**src/rtl/bus_load_unit_if.sv**
```systemverilog
// Bus/handshake bundle for the bus load unit: common bus, load/inr/clr
// strobes, memory write port and the architectural register outputs.
interface bus_load_unit_if #(
    parameter int WIDTH = 16
);
    logic [WIDTH-1:0]   bus_content;
    logic [2:0]         load_select;
    logic               load_en;
    logic [5:0]         inr;
    logic [5:0]         clr;
    logic               mem_ready;

    logic [WIDTH-5:0]   AR;
    logic [WIDTH-5:0]   PC;
    logic [WIDTH-1:0]   DR;
    logic [WIDTH-1:0]   AC;
    logic [WIDTH-1:0]   IR;
    logic [WIDTH-1:0]   TR;
    logic               mem_we;
    logic [WIDTH-5:0]   mem_addr;
    logic [WIDTH-1:0]   mem_wdata;
    logic               busy;

    // Stimulus side: drives bus/strobes, observes registers and memory port
    modport master (
        output bus_content, load_select, load_en, inr, clr, mem_ready,
        input  AR, PC, DR, AC, IR, TR, mem_we, mem_addr, mem_wdata, busy
    );

    // Unit side
    modport slave (
        input  bus_content, load_select, load_en, inr, clr, mem_ready,
        output AR, PC, DR, AC, IR, TR, mem_we, mem_addr, mem_wdata, busy
    );
endinterface

```
**src/rtl/bus_load_unit.sv**
```systemverilog
// Bus load unit: six architectural registers loaded from a common bus with
// per-register clear/load/increment priority, plus a two-state memory write
// FSM that captures the pre-update AR and bus value and holds them until
// memory acknowledges with mem_ready.
module bus_load_unit #(
    parameter int WIDTH = 16
) (
    input  logic          clk,
    input  logic          rst,
    bus_load_unit_if.slave bus
);
    localparam int AW = WIDTH - 4;

    typedef enum logic {IDLE, WRITE} state_t;

    logic [AW-1:0]    ar_q, ar_d;
    logic [AW-1:0]    pc_q, pc_d;
    logic [WIDTH-1:0] dr_q, dr_d;
    logic [WIDTH-1:0] ac_q, ac_d;
    logic [WIDTH-1:0] ir_q, ir_d;
    logic [WIDTH-1:0] tr_q, tr_d;

    state_t           state_q;
    logic             mem_we_q;
    logic [AW-1:0]    mem_addr_q;
    logic [WIDTH-1:0] mem_wdata_q;
    logic             busy_q;

    // One-hot destination decode; bit 0 is "none", bit 7 is the memory write
    logic [7:0] ld;
    assign ld = bus.load_en ? (8'b1 << bus.load_select) : 8'b0;

    // IR has no increment/clear strobe, and code 0 loads nothing
    logic unused_strobes;
    assign unused_strobes = bus.inr[4] ^ bus.clr[4] ^ ld[0];

    function automatic logic [AW-1:0] upd_addr(input logic [AW-1:0] cur,
                                               input logic c, input logic l,
                                               input logic i,
                                               input logic [AW-1:0] val);
        if (c)      return '0;
        else if (l) return val;
        else if (i) return cur + AW'(1);
        else        return cur;
    endfunction

    function automatic logic [WIDTH-1:0] upd_data(input logic [WIDTH-1:0] cur,
                                                  input logic c, input logic l,
                                                  input logic i,
                                                  input logic [WIDTH-1:0] val);
        if (c)      return '0;
        else if (l) return val;
        else if (i) return cur + WIDTH'(1);
        else        return cur;
    endfunction

    // Next-state for every register: clear beats load beats increment
    always_comb begin
        ar_d = upd_addr(ar_q, bus.clr[0], ld[1], bus.inr[0], bus.bus_content[AW-1:0]);
        pc_d = upd_addr(pc_q, bus.clr[1], ld[2], bus.inr[1], bus.bus_content[AW-1:0]);
        dr_d = upd_data(dr_q, bus.clr[2], ld[3], bus.inr[2], bus.bus_content);
        ac_d = upd_data(ac_q, bus.clr[3], ld[4], bus.inr[3], bus.bus_content);
        ir_d = ld[5] ? bus.bus_content : ir_q;
        tr_d = upd_data(tr_q, bus.clr[5], ld[6], bus.inr[5], bus.bus_content);
    end

    // Architectural registers; they keep updating while a write is pending
    always_ff @(posedge clk or posedge rst) begin
        if (rst) begin
            ar_q <= '0;
            pc_q <= '0;
            dr_q <= '0;
            ac_q <= '0;
            ir_q <= '0;
            tr_q <= '0;
        end else begin
            ar_q <= ar_d;
            pc_q <= pc_d;
            dr_q <= dr_d;
            ac_q <= ac_d;
            ir_q <= ir_d;
            tr_q <= tr_d;
        end
    end

    // Memory write FSM; captures ar_q (pre-update) so a same-cycle AR
    // inc/clr cannot leak into the write address. Requests in WRITE drop.
    always_ff @(posedge clk or posedge rst) begin
        if (rst) begin
            state_q     <= IDLE;
            mem_we_q    <= 1'b0;
            mem_addr_q  <= '0;
            mem_wdata_q <= '0;
            busy_q      <= 1'b0;
        end else begin
            case (state_q)
                IDLE: begin
                    if (ld[7]) begin
                        mem_addr_q  <= ar_q;
                        mem_wdata_q <= bus.bus_content;
                        mem_we_q    <= 1'b1;
                        busy_q      <= 1'b1;
                        state_q     <= WRITE;
                    end
                end
                WRITE: begin
                    if (bus.mem_ready) begin
                        mem_we_q <= 1'b0;
                        busy_q   <= 1'b0;
                        state_q  <= IDLE;
                    end
                end
                default: begin
                    mem_we_q <= 1'b0;
                    busy_q   <= 1'b0;
                    state_q  <= IDLE;
                end
            endcase
        end
    end

    assign bus.AR        = ar_q;
    assign bus.PC        = pc_q;
    assign bus.DR        = dr_q;
    assign bus.AC        = ac_q;
    assign bus.IR        = ir_q;
    assign bus.TR        = tr_q;
    assign bus.mem_we    = mem_we_q;
    assign bus.mem_addr  = mem_addr_q;
    assign bus.mem_wdata = mem_wdata_q;
    assign bus.busy      = busy_q;
endmodule

```
**src/flat_wrapper.sv**
```systemverilog
// flat-port wrapper written by rule: the top's interface ports become plain ports
module bus_load_unit_flat 
#(
    parameter int WIDTH = 16
)
  (clk, rst, bus_bus_content, bus_load_select, bus_load_en, bus_inr, bus_clr, bus_mem_ready, bus_AR, bus_PC, bus_DR, bus_AC, bus_IR, bus_TR, bus_mem_we, bus_mem_addr, bus_mem_wdata, bus_busy);
  bus_load_unit_if #(.WIDTH(WIDTH)) bus_i ();
  input  logic clk;
  input  logic rst;
  input wire logic [$bits(bus_i.bus_content)-1:0] bus_bus_content;
  input wire logic [$bits(bus_i.load_select)-1:0] bus_load_select;
  input wire logic [$bits(bus_i.load_en)-1:0] bus_load_en;
  input wire logic [$bits(bus_i.inr)-1:0] bus_inr;
  input wire logic [$bits(bus_i.clr)-1:0] bus_clr;
  input wire logic [$bits(bus_i.mem_ready)-1:0] bus_mem_ready;
  output wire logic [$bits(bus_i.AR)-1:0] bus_AR;
  output wire logic [$bits(bus_i.PC)-1:0] bus_PC;
  output wire logic [$bits(bus_i.DR)-1:0] bus_DR;
  output wire logic [$bits(bus_i.AC)-1:0] bus_AC;
  output wire logic [$bits(bus_i.IR)-1:0] bus_IR;
  output wire logic [$bits(bus_i.TR)-1:0] bus_TR;
  output wire logic [$bits(bus_i.mem_we)-1:0] bus_mem_we;
  output wire logic [$bits(bus_i.mem_addr)-1:0] bus_mem_addr;
  output wire logic [$bits(bus_i.mem_wdata)-1:0] bus_mem_wdata;
  output wire logic [$bits(bus_i.busy)-1:0] bus_busy;
  assign bus_i.bus_content = bus_bus_content;
  assign bus_i.load_select = bus_load_select;
  assign bus_i.load_en = bus_load_en;
  assign bus_i.inr = bus_inr;
  assign bus_i.clr = bus_clr;
  assign bus_i.mem_ready = bus_mem_ready;
  assign bus_AR = bus_i.AR;
  assign bus_PC = bus_i.PC;
  assign bus_DR = bus_i.DR;
  assign bus_AC = bus_i.AC;
  assign bus_IR = bus_i.IR;
  assign bus_TR = bus_i.TR;
  assign bus_mem_we = bus_i.mem_we;
  assign bus_mem_addr = bus_i.mem_addr;
  assign bus_mem_wdata = bus_i.mem_wdata;
  assign bus_busy = bus_i.busy;
  bus_load_unit #(.WIDTH(WIDTH)) u_core (.clk(clk), .rst(rst), .bus(bus_i));
endmodule
```
**config.mk**
```make
export PLATFORM = sky130hd
export DESIGN_NAME = bus_load_unit_flat
export DESIGN_NICKNAME = d
export VERILOG_FILES = /design/src/rtl/bus_load_unit_if.sv /design/src/rtl/bus_load_unit.sv /design/src/flat_wrapper.sv
export SDC_FILE = /design/constraint.sdc
export NUM_CORES = 1
export LEC_CHECK = 0
export ABC_AREA = 1
export CAP_MARGIN = 20
export CORE_UTILIZATION = 55
export DETAILED_ROUTE_END_ITERATION = 10
export PLACE_DENSITY = 0.95
export SYNTH_ARGS = -nofsm -noshare
export SYNTH_HDL_FRONTEND = slang
export SYNTH_SLANG_ARGS = --single-unit
```
**constraint.sdc**
```tcl
create_clock -name clk -period 12.2 [get_ports clk]
set_input_delay 2.44 -clock clk [delete_from_list [all_inputs] [get_ports clk]]
set_output_delay 2.44 -clock clk [all_outputs]
set_load 0.005 [all_outputs]
```
==> results.toml, run 1 <==
[setup_path]
required_ns = 12.50
max_stage_delay_ns = 0.72
endpoint_kind = "register"
slowest_stage = "nand3_2"
cp_num_buf_inv = 2
path_cells = "clkdlybuf4s50_1 > nand2_1 > inv_2 > nand3_2 > mux2_2"
critPathKind = "input pin to register"
crit_family = "simple AND/OR/NAND/NOR gates"
cp.arrival_ns = 4.57
critPathMaxFanout = 57
worstSetupStartpointType = "input pin"

[grt]
grt_start_max_net_pins = 66
grt_pass1_vias = 6753
antenna_found_initial = 0
track_usage = 0.3340
grt_pass1_wl_um = 32730
gr-total-overflow = 0

[clock_network]
cts_root_buffer = "clkbuf_16"
clkLatencyLatePin_ns = 0.43
cts_buffers = 17
cts_buffer_depth = 2
postCtsSetupRepairBufs = 0
post_cts_resize_count = 0
clk_pin_slew_ns = 0.05
cts_sinks = 118
cts_tree = "done"
cts.htree.levels = 4
postCtsHoldBufs = 0

[yosys]
synth_seq_cells = 118
synth-edff-count = 0
yosysTopAreaCell = "dfrtp_1"
yosys-top-cells-count = "nand2_1 (308), dfrtp_1 (118), inv_1 (114), o21ai_0 (106), nand3_1 (83)"
avgSynthCellArea_um2 = 7.068
syn_inst = 958
syn_area_um2 = 6771
synth_warnings = 0
ys_seq_area_frac = 0.4361
ys_types = 29
ys.flop_type = "dfrtp_1"
synth_top_area_frac = 0.4361
yosysMostFrequentCell = "nand2_1"
syn-num-nets = 998
synth_area_leaders = "dfrtp_1 (44%), nand2_1 (17%), o21ai_0 (7.8%)"
ys_async_sr_fraction = 1.000

[timing]
finalSetupTns_ns = 0
finalCriticalPeriod_ns = 4.269
setup_viol = 0
slew_violations = 0
rsz0062_at_grt = "false"
post-route-period-util = 0.3499
fmax_ghz = 0.2343
fin_skew_ns = 0.009972
finalHoldViolations = 0
worstMarginPinSlew_ns = 0.9353
max_slew_margin = 0.3757

[detailed_routing]
drt_iter0_markers = 743
drc_errors = 0
routed_via_density = 5.759
firstDrtPassIters = 9
wl_per_cell_um = 16.10
via_count = 7268
finalWirelength_um = 20310
ant_nets = 0

[cells_and_area]
antenna_cells = 0
fill_cells = 883
nNetsFinal = 1144
drive_gt1_frac = 0.05561
syn2layout_area_growth_pct = 31.28
regArea_um2 = 2953
multiInputGateArea_um2 = 3202

[placed_design]
hpwl_um = 13590
io_buffers = 150
gp_congestion = 0.8978

[power_and_ir_drop]
comb_power_share = 0.185
p_leak_nw = 4.255
power_switching_w = 0.0003192
ir_drop_uv = 88.62
cellPowerDensity_nw_per_um2 = 133.0
clkPwrFrac = 0.412
internal_power_w = 0.0008633
switching_share = 0.2699
p_total_w = 0.001182
pwr-share-seq = 0.403

[worst_hold_path]
hp-class = "register to register"

[floorplan]
rows = 40
dieArea_um2 = 12760
die_h_um = 113.0
core_area_um2 = 12010
start_util = 0.5637
die_width_um = 113.0
num_io_pins = 153

[status]
status = "complete, no violations"

[job]
maxCapViolations = 0
registers in the layout, summed over array words and instances (netlist names):
register and count:
u_core.bus.AC 16, u_core.bus.AR 12, u_core.bus.DR 16, u_core.bus.IR 16, u_core.bus.PC 12, u_core.bus.TR 16, u_core.bus.mem_addr 12, u_core.bus.mem_wdata 16
u_core.bus.mem_we 1, u_core.state_q 1
metal layers:
metal | vias up | track usage | wire length [um]
met2 | 446 | 0.5189 | 9305
li1 | 3376 | - | -
met5 | - | 0 | 0
met1 | 3363 | 0.4299 | 7965
met4 | 0 | 0.1886 | 941
met3 | 83 | 0.08302 | 2100
metrics by stage:
stage                     worst slack, ns  area, um2  instances  hold WS [ns]    util
after CTS                           7.957       8890       1262        0.4856  0.7401
final                               7.931       8890       1262        0.4825  0.7401
after floorplan                     6.631       6771        958        0.4760       -
after global placement              7.621       8315       1232        0.4656  0.6923
after detailed placement            7.565       8315       1232        0.4723  0.6923
after global routing                7.737       8890       1262        0.4944  0.7401
cell usage in the layout, fill, tap and decap left out:
master | Yosys | routed
clkinv_4 | 0 | 2
clkdlybuf4s50_1 | 0 | 150
nor2_2 | 1 | 1
o21a_1 | 3 | 3
clkbuf_1 | 8 | 2
xor2_1 | 5 | 5
o21ai_1 | 11 | 11
o22ai_1 | 7 | 7
o21ai_0 | 106 | 106
clkinv_1 | 3 | 3
mux2_2 | 1 | 1
clkinvlp_4 | 0 | 1
clkinv_2 | 0 | 3
inv_1 | 114 | 113
a21oi_1 | 57 | 57
nand2_1 | 308 | 308
a21oi_2 | 1 | 1
nor2_4 | 2 | 2
dfrtp_1 | 118 | 118
nand3_1 | 83 | 83
nand4_1 | 11 | 11
clkbuf_16 | 0 | 17
nor3_1 | 2 | 2
o211ai_1 | 2 | 2
ha_1 | 5 | 5
nand2_4 | 9 | 9
o31ai_2 | 3 | 3
inv_4 | 0 | 1
bufinv_16 | 0 | 2
nor2_1 | 67 | 67
inv_2 | 7 | 7
buf_4 | 4 | 1
clkbuf_8 | 0 | 3
nand2_2 | 7 | 7
nand3_2 | 1 | 1
final cells by class:
class,instances,area share
Clock buffer,22,0.05334
Clock inverter,8,0.01126
Inverter,124,0.05264
Tap cell,147,0.02069
Sequential cell,118,0.3322
Multi-Input combinational cell,692,0.3602
Timing Repair Buffer,151,0.1697
worst paths after layout:
| path | depth (start not counted) | startpoint | endpoint | slack (ns) |
|---|---|---|---|---|
| min in group asynchronous | 2 | rst | u_core.bus.mem_wdata[0] | 2.47 |
| worst min register to register | 2 | u_core.bus.mem_addr[4] | u_core.bus.mem_addr[4] | 0.48 |
| worst max-delay path | 5 | bus_load_select[1] | u_core.bus.mem_addr[11] | 7.93 |
| worst max register to register | 3 | u_core.state_q | u_core.bus.mem_addr[11] | 10.27 |
| worst min-delay path | 2 | u_core.bus.mem_addr[4] | u_core.bus.mem_addr[4] | 0.48 |
| max in group asynchronous | 3 | rst | u_core.bus.AC[8] | 8.46 |
worst min-delay path, delay by kind of cell, from the launching register on:
| family | cells | cell delay [ns] |
|---|---|---|
| AND/OR/NAND/NOR | 1 | 0.05 |
| flip-flops | 1 | 0.34 |
| AO/OA/AOI/OAI | 1 | 0.06 |
power groups by stage:
stage	sequential [W]	combinational, W	clock [W]
4_1_cts	0.000475	0.000219	0.000490
2_1_floorplan	0.000474	0.0000914	0
5_1_grt	0.000481	0.000241	0.000508
6_report	0.000476	0.000219	0.000487
3_3_place_gp	0.000479	0.000209	0
3_5_place_dp	0.000479	0.000216	0
logic make-up after synthesis:
| family | count (synthesis) | synth area share |
|---|---|---|
| simple gates | 491 | 0.3080 |
| compound gates | 190 | 0.1474 |
| buf+inv | 148 | 0.09109 |
| flops | 118 | 0.4361 |
| xor+xnor | 5 | 0.006467 |
| fa+ha+maj | 5 | 0.009239 |
| mux | 1 | 0.001663 |
Note: power is estimated with default switching activity, not from simulation.
==> inputs of run 2 (changes only) <==
--- a/config.mk
+++ b/config.mk
@@ -7,9 +7,9 @@
 export LEC_CHECK = 0
 export ABC_AREA = 1
 export CAP_MARGIN = 20
-export CORE_UTILIZATION = 55
+export CORE_UTILIZATION = 46
 export DETAILED_ROUTE_END_ITERATION = 10
-export PLACE_DENSITY = 0.95
+export PLACE_DENSITY = 0.88
 export SYNTH_ARGS = -nofsm -noshare
 export SYNTH_HDL_FRONTEND = slang
 export SYNTH_SLANG_ARGS = --single-unit
==> constraint.sdc (replaced) <==
create_clock -name clk -period 3.6 [get_ports clk]
set_input_delay 0.72 -clock clk [delete_from_list [all_inputs] [get_ports clk]]
set_output_delay 0.72 -clock clk [all_outputs]
set_load 0.005 [all_outputs]
==> results.toml, run 2 (synthesis results as in run 1) <==
[status]
status = "complete, no violations"

[floorplan]
core_area_um2 = 14100
num_io_pins = 153
start_util = 0.4804
dieArea_um2 = 15210
die_h_um = 123.3
rows = 43
die_width_um = 123.3

[setup_path]
critPathKind = "input pin to register"
slowest_stage = "clkdlybuf4s50_1"
reg2reg_to = "u_core.bus.TR[6]"
cp.depth = 9
critPathMaxFanout = 19
path_common_cell = "nand2_2"
max_stage_delay_ns = 0.57
worst-r2r-setup-slack_ns = 2.00
r2r-start = "u_core.bus.TR[1]"
crit_family = "simple AND/OR/NAND/NOR gates"
cp.arrival_ns = 2.60
cp_num_buf_inv = 2
worstSetupStartpointType = "input pin"
required_ns = 3.95
path_cells = "clkdlybuf4s50_1 > nand2_2 > nor2_2 > nand2_2 > nand2_4 > nand2_2 > inv_1 > nand2_1 > o21ai_1"
reg2reg_depth = 7
endpoint_kind = "register"

[clock_network]
post_cts_resize_count = 0
clk_pin_slew_ns = 0.05
cts_root_buffer = "clkbuf_16"
clkLatencyLatePin_ns = 0.42
postCtsHoldBufs = 0
cts_sinks = 118
cts_buffer_depth = 2
cts_tree = "done"
postCtsSetupRepairBufs = 0
cts.htree.levels = 4
cts_buffers = 17

[cells_and_area]
syn2layout_area_growth_pct = 32.32
final_common_cell = "nand2_1"
final_cell_mix = "nand2_1 (308), clkdlybuf4s50_1 (150), dfrtp_1 (118)"
nNetsFinal = 1145
antenna_cells = 0
final_area_um2 = 8960
drive_gt1_frac = 0.05551

[grt]
grt_start_max_net_pins = 119
grt_pass1_wl_um = 32910
gr-total-overflow = 0
antenna_found_initial = 0
track_usage = 0.2862
grt_pass1_vias = 6534

[detailed_routing]
finalWirelength_um = 20540
ant_nets = 0
via_count = 7157
routed_via_density = 5.518
firstDrtPassIters = 5
drc_errors = 0
wl_per_cell_um = 15.84
drt_iter0_markers = 810

[power_and_ir_drop]
p_total_w = 0.004050
p_leak_nw = 4.253
cellPowerDensity_nw_per_um2 = 452.0
ir_drop_uv = 316.7

[timing]
worstMarginPinSlew_ns = 0.8120
post-route-period-util = 0.6264
setup_viol = 0
max_slew_margin = 0.4574
rsz0062_at_grt = "false"
fmax_ghz = 0.4434
finalHoldViolations = 0
slew_violations = 0
finalSetupTns_ns = 0
finalCriticalPeriod_ns = 2.255
fin_skew_ns = 0.007800

[placed_design]
dpl-instance-area_um2 = 8378
hpwl_um = 13750
gp_congestion = 0.8898
io_buffers = 150

[worst_hold_path]
holdPathEnd = "u_core.bus.mem_wdata[13]"
hold_depth = 2
hp-start = "u_core.bus.mem_wdata[13]"
hp-class = "register to register"

[job]
maxCapViolations = 0
-- run 2: worst max-delay path by stage --
stage / from / end / slack, ns
6_report: bus_load_select[2] / u_core.bus.AC[4] / 1.34
5_1_grt: bus_load_select[2] / u_core.bus.AC[6] / 1.20
4_1_cts: bus_load_select[2] / u_core.bus.AC[4] / 1.41
3_5_place_dp: bus_load_select[2] / u_core.bus.AC[4] / 0.98
3_3_place_gp: bus_load_select[2] / u_core.bus.AC[3] / 0.99
2_1_floorplan: rst / u_core.bus.AC[0] / 1.44
-- run 2: layer usage --
layer	track usage	up-vias	wire length [um]
met5	0	-	0
met4	0.1386	0	682
met3	0.06411	58	2035
met2	0.4434	418	9327
met1	0.3782	3302	8496
li1	-	3379	-
-- run 2: per-stage QoR --
step | hold WS (ns) | utilization | std cells | setup slack, ns
CTS | 0.4860 | 0.6356 | 1297 | 1.405
finish | 0.4819 | 0.6356 | 1297 | 1.345
global route | 0.5101 | 0.6356 | 1297 | 1.198
floorplan | 0.4760 | - | 958 | 1.439
detailed placement | 0.4727 | 0.5944 | 1266 | 0.9754
global placement | 0.4649 | 0.5944 | 1266 | 0.9935
-- run 2: layout make-up --
| cell class | count | area (um2) |
|---|---|---|
| clock inverters | 9 | 127.6 |
| inverters | 124 | 469.2 |
| well taps | 180 | 225.2 |
| flip-flops and latches | 118 | 2953 |
| multi-input cells | 692 | 3202 |
| clock buffers | 22 | 454.2 |
| fillers | 1190 | 5136 |
| repair buffers | 152 | 1529 |
-- run 2: tightest hold or removal path, cell delays in order, from the launching register on --
cell and delay (ns):
dfrtp_1 0.34, nand2_1 0.05, o21ai_0 0.06
-- run 2: power by group --
| group | total (W) | internal, W | switching [W] | leakage [nW] |
|---|---|---|---|---|
| clock | 0.00170 | 0.00110 | 0.000601 | 0.276 |
| combinational | 0.000739 | 0.000394 | 0.000345 | 2.40 |
| sequential | 0.00161 | 0.00147 | 0.000142 | 1.57 |
| total | 0.00405 | 0.00296 | 0.00109 | 4.25 |
